$ cat config.mk
export PLATFORM = sky130hd
export DESIGN_NAME = led_pattern_ctrl
export DESIGN_NICKNAME = d
export VERILOG_FILES = /design/src/rtl/led_pkg.sv /design/src/rtl/led_tick_gen.sv /design/src/rtl/led_pattern_ctrl.sv
export SDC_FILE = /design/constraint.sdc
export NUM_CORES = 1
export LEC_CHECK = 0
export ABC_CLOCK_PERIOD_IN_PS = 1750
export CAP_MARGIN = 20
export CORE_UTILIZATION = 35
export CTS_BUF_LIST = sky130_fd_sc_hd__clkbuf_2
export CTS_CLUSTER_DIAMETER = 30
export CTS_CLUSTER_SIZE = 16
export DETAILED_ROUTE_END_ITERATION = 16
export PLACE_DENSITY = 0.51
export SYNTH_ARGS = -nofsm -noshare
export SYNTH_HDL_FRONTEND = slang
export SYNTH_SLANG_ARGS = --single-unit
$ cat constraint.sdc
create_clock -name clk -period 1.75 [get_ports clk]
set_clock_uncertainty 0.1 [all_clocks]
set_input_delay 0.2625 -clock clk [delete_from_list [all_inputs] [get_ports clk]]
set_output_delay 0.2625 -clock clk [all_outputs]
set_load 0.02 [all_outputs]
$ cat src/rtl/led_pkg.sv
// Shared definitions for the LED pattern driver family: mode encodings and
// the active-low drive levels used at the board pins.
package led_pkg;

  typedef enum logic [1:0] {
    LED_MODE_OFF     = 2'd0,
    LED_MODE_BLINK   = 2'd1,
    LED_MODE_CHASE   = 2'd2,
    LED_MODE_BREATHE = 2'd3
  } led_mode_e;

  localparam logic LED_ACTIVE = 1'b0;
  localparam logic LED_IDLE   = 1'b1;

endpackage

$ cat src/rtl/led_tick_gen.sv
// Shared tick generator: counts 0..CNT_MAX and wraps. `wrap` is the
// combinational wrap event; `tick` is its registered one-cycle copy.
// `clr` restarts the count and swallows a wrap occurring in the same cycle.
module led_tick_gen #(
  parameter logic [31:0] CNT_MAX = 32'd24_999_999
) (
  input  logic clk,
  input  logic rst_n,
  input  logic clr,
  output logic wrap,
  output logic tick
);

  localparam int W = (CNT_MAX < 32'd1) ? 1 : $clog2({1'b0, CNT_MAX} + 33'd1);
  localparam logic [W-1:0] CNT_LAST = CNT_MAX[W-1:0];

  logic [W-1:0] cnt;

  assign wrap = (cnt == CNT_LAST) && !clr;

  // Free-running counter with synchronous clear; tick mirrors wrap one cycle later.
  always_ff @(posedge clk or negedge rst_n) begin
    if (!rst_n) begin
      cnt  <= '0;
      tick <= 1'b0;
    end else begin
      tick <= wrap;
      if (clr || (cnt == CNT_LAST)) cnt <= '0;
      else                          cnt <= cnt + 1'b1;
    end
  end

endmodule

$ cat src/rtl/led_pattern_ctrl.sv
// Multi-channel active-low LED pattern driver: OFF, BLINK, CHASE, BREATHE.
// Optional feature macro: LED_BREATHE_EN compiles in the PWM counter and
// duty logic; without it mode 3 decodes as OFF.
// The LED register is loaded from next-state values so a mode load or a tick
// wrap is visible on `led` in the very next cycle.
module led_pattern_ctrl
  import led_pkg::*;
#(
  parameter logic [31:0] CNT_MAX  = 32'd24_999_999,
  parameter int          LED_NUM  = 4,
  parameter int          PWM_BITS = 8
) (
  input  logic               clk,
  input  logic               rst_n,
  input  logic               system_en,
  input  logic [1:0]         mode,
  input  logic               mode_vld,
  output logic [LED_NUM-1:0] led,
  output logic               tick,
  output led_mode_e          cur_mode
);

  localparam int POS_W = $clog2(LED_NUM);
  localparam logic [POS_W-1:0] POS_LAST = POS_W'(LED_NUM - 1);

  logic clr;
  logic wrap;

  // Any mode load or a disabled system restarts the pattern from its origin.
  assign clr = mode_vld || !system_en;

  led_tick_gen #(.CNT_MAX(CNT_MAX)) u_tick_gen (
    .clk   (clk),
    .rst_n (rst_n),
    .clr   (clr),
    .wrap  (wrap),
    .tick  (tick)
  );

  led_mode_e          mode_q, mode_d, mode_dec;
  logic [POS_W-1:0]   pos_q, pos_d;
  logic               blink_q, blink_d;
  logic [LED_NUM-1:0] led_d;

`ifdef LED_BREATHE_EN
  logic [PWM_BITS-1:0] pwm_q, pwm_d;
  logic [PWM_BITS-1:0] duty_q, duty_d;
  logic                dir_q, dir_d;   // 0 = up, 1 = down
  assign mode_dec = led_mode_e'(mode);
`else
  localparam int UNUSED_PWM_BITS = PWM_BITS;
  assign mode_dec = (led_mode_e'(mode) == LED_MODE_BREATHE) ? LED_MODE_OFF
                                                            : led_mode_e'(mode);
`endif

  assign cur_mode = mode_q;

  // State and output register.
  always_ff @(posedge clk or negedge rst_n) begin
    if (!rst_n) begin
      mode_q  <= LED_MODE_OFF;
      pos_q   <= '0;
      blink_q <= 1'b0;
      led     <= {LED_NUM{LED_IDLE}};
`ifdef LED_BREATHE_EN
      pwm_q   <= '0;
      duty_q  <= '0;
      dir_q   <= 1'b0;
`endif
    end else begin
      mode_q  <= mode_d;
      pos_q   <= pos_d;
      blink_q <= blink_d;
      led     <= led_d;
`ifdef LED_BREATHE_EN
      pwm_q   <= pwm_d;
      duty_q  <= duty_d;
      dir_q   <= dir_d;
`endif
    end
  end

  // Next-state for mode, pattern state and the LED image derived from it.
  always_comb begin
    mode_d  = mode_q;
    pos_d   = pos_q;
    blink_d = blink_q;
    led_d   = {LED_NUM{LED_IDLE}};
`ifdef LED_BREATHE_EN
    pwm_d   = pwm_q;
    duty_d  = duty_q;
    dir_d   = dir_q;
`endif

    if (mode_vld) mode_d = mode_dec;

    if (clr) begin
      pos_d   = '0;
      blink_d = 1'b0;
`ifdef LED_BREATHE_EN
      pwm_d   = '0;
      duty_d  = '0;
      dir_d   = 1'b0;
`endif
    end else begin
`ifdef LED_BREATHE_EN
      pwm_d = pwm_q + 1'b1;
`endif
      if (wrap) begin
        blink_d = !blink_q;
        pos_d   = (pos_q == POS_LAST) ? '0 : pos_q + 1'b1;
`ifdef LED_BREATHE_EN
        // Endpoints hold for one tick: the reversal itself does not step duty.
        if (!dir_q) begin
          if (duty_q == {PWM_BITS{1'b1}}) dir_d  = 1'b1;
          else                            duty_d = duty_q + 1'b1;
        end else begin
          if (duty_q == '0) dir_d  = 1'b0;
          else              duty_d = duty_q - 1'b1;
        end
`endif
      end
    end

    if (system_en) begin
      case (mode_d)
        LED_MODE_BLINK: if (blink_d) led_d = {LED_NUM{LED_ACTIVE}};
        LED_MODE_CHASE: led_d[pos_d] = LED_ACTIVE;
`ifdef LED_BREATHE_EN
        LED_MODE_BREATHE: if (pwm_d < duty_d) led_d = {LED_NUM{LED_ACTIVE}};
`endif
        default: led_d = {LED_NUM{LED_IDLE}};
      endcase
    end
  end

endmodule
==> results.txt <==
post-synthesis cell count -> 185
Yosys cell types -> 39
Tmin final -> 1.93 ns
initial antenna violation count -> 0
Flop pwr share -> 0.607
Max clock buf depth -> 2
RD Place Congestion -> 0.800
Area Overhead vs Synth -> 39.2%
cell area after synthesis -> 1840 um2
violated checks -> negative setup slack
Starting Density -> 0.363
Most used DFF post-synth -> dfrtp_1
Post-synth EDFFs -> 0
combinational power share -> 0.116
nets@finish -> 255
CTS clk-pin slew, worst paths -> 0.17 ns
Detail Placement HPWL -> 2950 um
Pwr Density -> 537 nW/um2
Net Sw Power -> 360 uW
I/O Pins -> 13
WL per Instance -> 13.7 um
Worst-Skew Late Latency -> 0.38 ns
CP Data Required Time -> 1.96 ns
overall routing resource usage -> 0.163
GRT overflow -> 0
RSZ-0062 raised after global routing -> yes
final worst setup slack -> -0.176 ns
commonest non-fill, non-tap cell in the layout -> buf_4
largest net degree at the start of global routing -> 36
Final Hold Viols -> 0
syn_nets -> 195
final wirelength -> 4340 um
CTS tree -> yes
Mean Syn Cell Area -> 9.95 um2
max cap viols -> 0
CP Class -> in2reg
Num CTS Buffers -> 5
core area -> 5070 um2
period utilization -> 1.10
Worst Tran Pin Value -> 0.431 ns
vias per inst -> 4.92
Pre-antenna DRT Iters -> 4
Min-Delay Path Class -> in2async
share of layout cells above drive strength 1 -> 0.362
Leak -> 0.00106 uW
Setup Viol. Count Final -> 32
sequential share of the synthesized area -> 0.479
die height -> 74.5 um
row count -> 26
clock power share -> 0.277
Net Sw Frac -> 0.262
Worst Setup End Kind -> flop
ys async rst share -> 1.00
first-pass GRT wire length -> 6780 um
Die Wd -> 74.5 um
final total power -> 1380 uW
Pint -> 1020 uW
Setup crit start kind -> primary input
crit path max fanout -> 4
vias in the first global route -> 1559
DR DRC count -> 0
Fmax -> 0.519 GHz
Iter 0 DRT Violations -> 66
DRT antenna net count -> 0
antenna cells -> 0
CP arrival -> 2.14 ns
via count -> 1556
H-tree levels -> 2
die footprint -> 5550 um2
IO buf count -> 12
commonest cells after routing, fill and taps aside -> buf_4 (40), nor2_1 (31), dfrtp_1 (29)
Rel. slew slack -> 0.711
VDD IR max -> 0.250 mV
status -> complete, but fails checks
post-place setup slack -> -0.623 ns
synth warn -> 0
Final Slew Violations -> 0
clk root buf -> clkbuf_2
clock sink count -> 35
synthesized flop and latch total -> 35
## flip-flops by register name (all words and copies together), names as in the netlist
| register | cells |
|---|---|
| cur_mode | 2 |
| led | 4 |
| pos_q | 2 |
| blink_q | 1 |
| u_tick_gen.cnt | 25 |
| u_tick_gen.tick | 1 |
## Yosys cell counts (3+ instances only)
cell | n | area share
nor3_1 | 7 | 0.019
buf_6 | 3 | 0.018
ha_1 | 4 | 0.027
nand2_1 | 12 | 0.024
nor2_1 | 32 | 0.065
nand3_1 | 11 | 0.030
xor2_1 | 5 | 0.024
nand4_1 | 4 | 0.014
or3_1 | 3 | 0.010
nor4_1 | 6 | 0.020
o31ai_1 | 4 | 0.016
dfrtp_1 | 31 | 0.42
dfstp_2 | 4 | 0.057
inv_1 | 10 | 0.020
xnor2_1 | 18 | 0.086
a21oi_1 | 3 | 0.0082
## critical path: stages
cell             delay (ns)
clkdlybuf4s50_1        0.48
nand3b_1               0.12
o21a_1                 0.14
inv_1                  0.06
ha_1                   0.29
nand2b_4               0.15
or3_4                  0.34
o221ai_4               0.18
o31ai_1                0.12
## cell type report
type	instances	area [um2]
fillers	482	2510
multi-input cells	137	1030
flip-flops and latches	35	883
repair buffers	56	483
well taps	70	87.6
clock buffers	8	40.0
inverters	10	37.5
## cells by family after synthesis
group,Yosys count,synth area share
fa+ha+maj,4,0.0272
flops,35,0.479
compound gates,12,0.0469
simple gates,95,0.288
buf+inv,15,0.0449
mux,1,0.00544
xor+xnor,23,0.109
## final timing paths
path	from	end	slack [ns]	cells after the start
worst max-delay path	mode[0]	led[1]	-0.18	9
worst min register to register	u_tick_gen.cnt[22]	u_tick_gen.cnt[22]	0.50	2
worst max register to register	u_tick_gen.cnt[10]	led[1]	-0.17	6
min in group clk	mode_vld	cur_mode[1]	0.32	3
worst min-delay path	rst_n	u_tick_gen.cnt[4]	0.12	2
max in group asynchronous	rst_n	led[3]	1.18	2
## power groups by stage
stage	Combinational, uW	Clock [uW]	Sequential, uW
after detailed placement	160	0	850
after global routing	174	426	838
after CTS	155	399	836
final	160	381	835
after floorplan	57.5	0	869
after global placement	155	0	850
## what timing repair did
item | 4_1_cts | 5_1_grt
cloned | 0 | 2
gates resized for setup | 17 | 15
pin swaps | 5 | 4
setup buffers | 0 | 1
setup endpoints to repair | 39 | 33
hold buffers | 0 | 0
## per-stage QoR
stage	area (um2)	utilization	instances	hold WS [ns]	setup TNS, ns
floorplan	1870	-	185	-0.133	-2.11
CTS	2440	0.482	313	0.108	-2.98
detailed placement	2380	0.468	306	0.473	-15.24
global route	2560	0.505	316	0.105	-4.54
global placement	2380	0.468	306	0.456	-14.34
finish	2560	0.505	316	0.121	-3.00
## layer usage
| layer | vias to the layer above | wire (um) | global-route usage |
|---|---|---|---|
| met5 | - | 0 | 0 |
| met4 | 0 | 54 | 0.0503 |
| met3 | 6 | 161 | 0.0420 |
| met2 | 33 | 2330 | 0.317 |
| met1 | 767 | 1790 | 0.169 |
| li1 | 750 | - | - |
No activity file was read; power rests on OpenSTA's default activity.
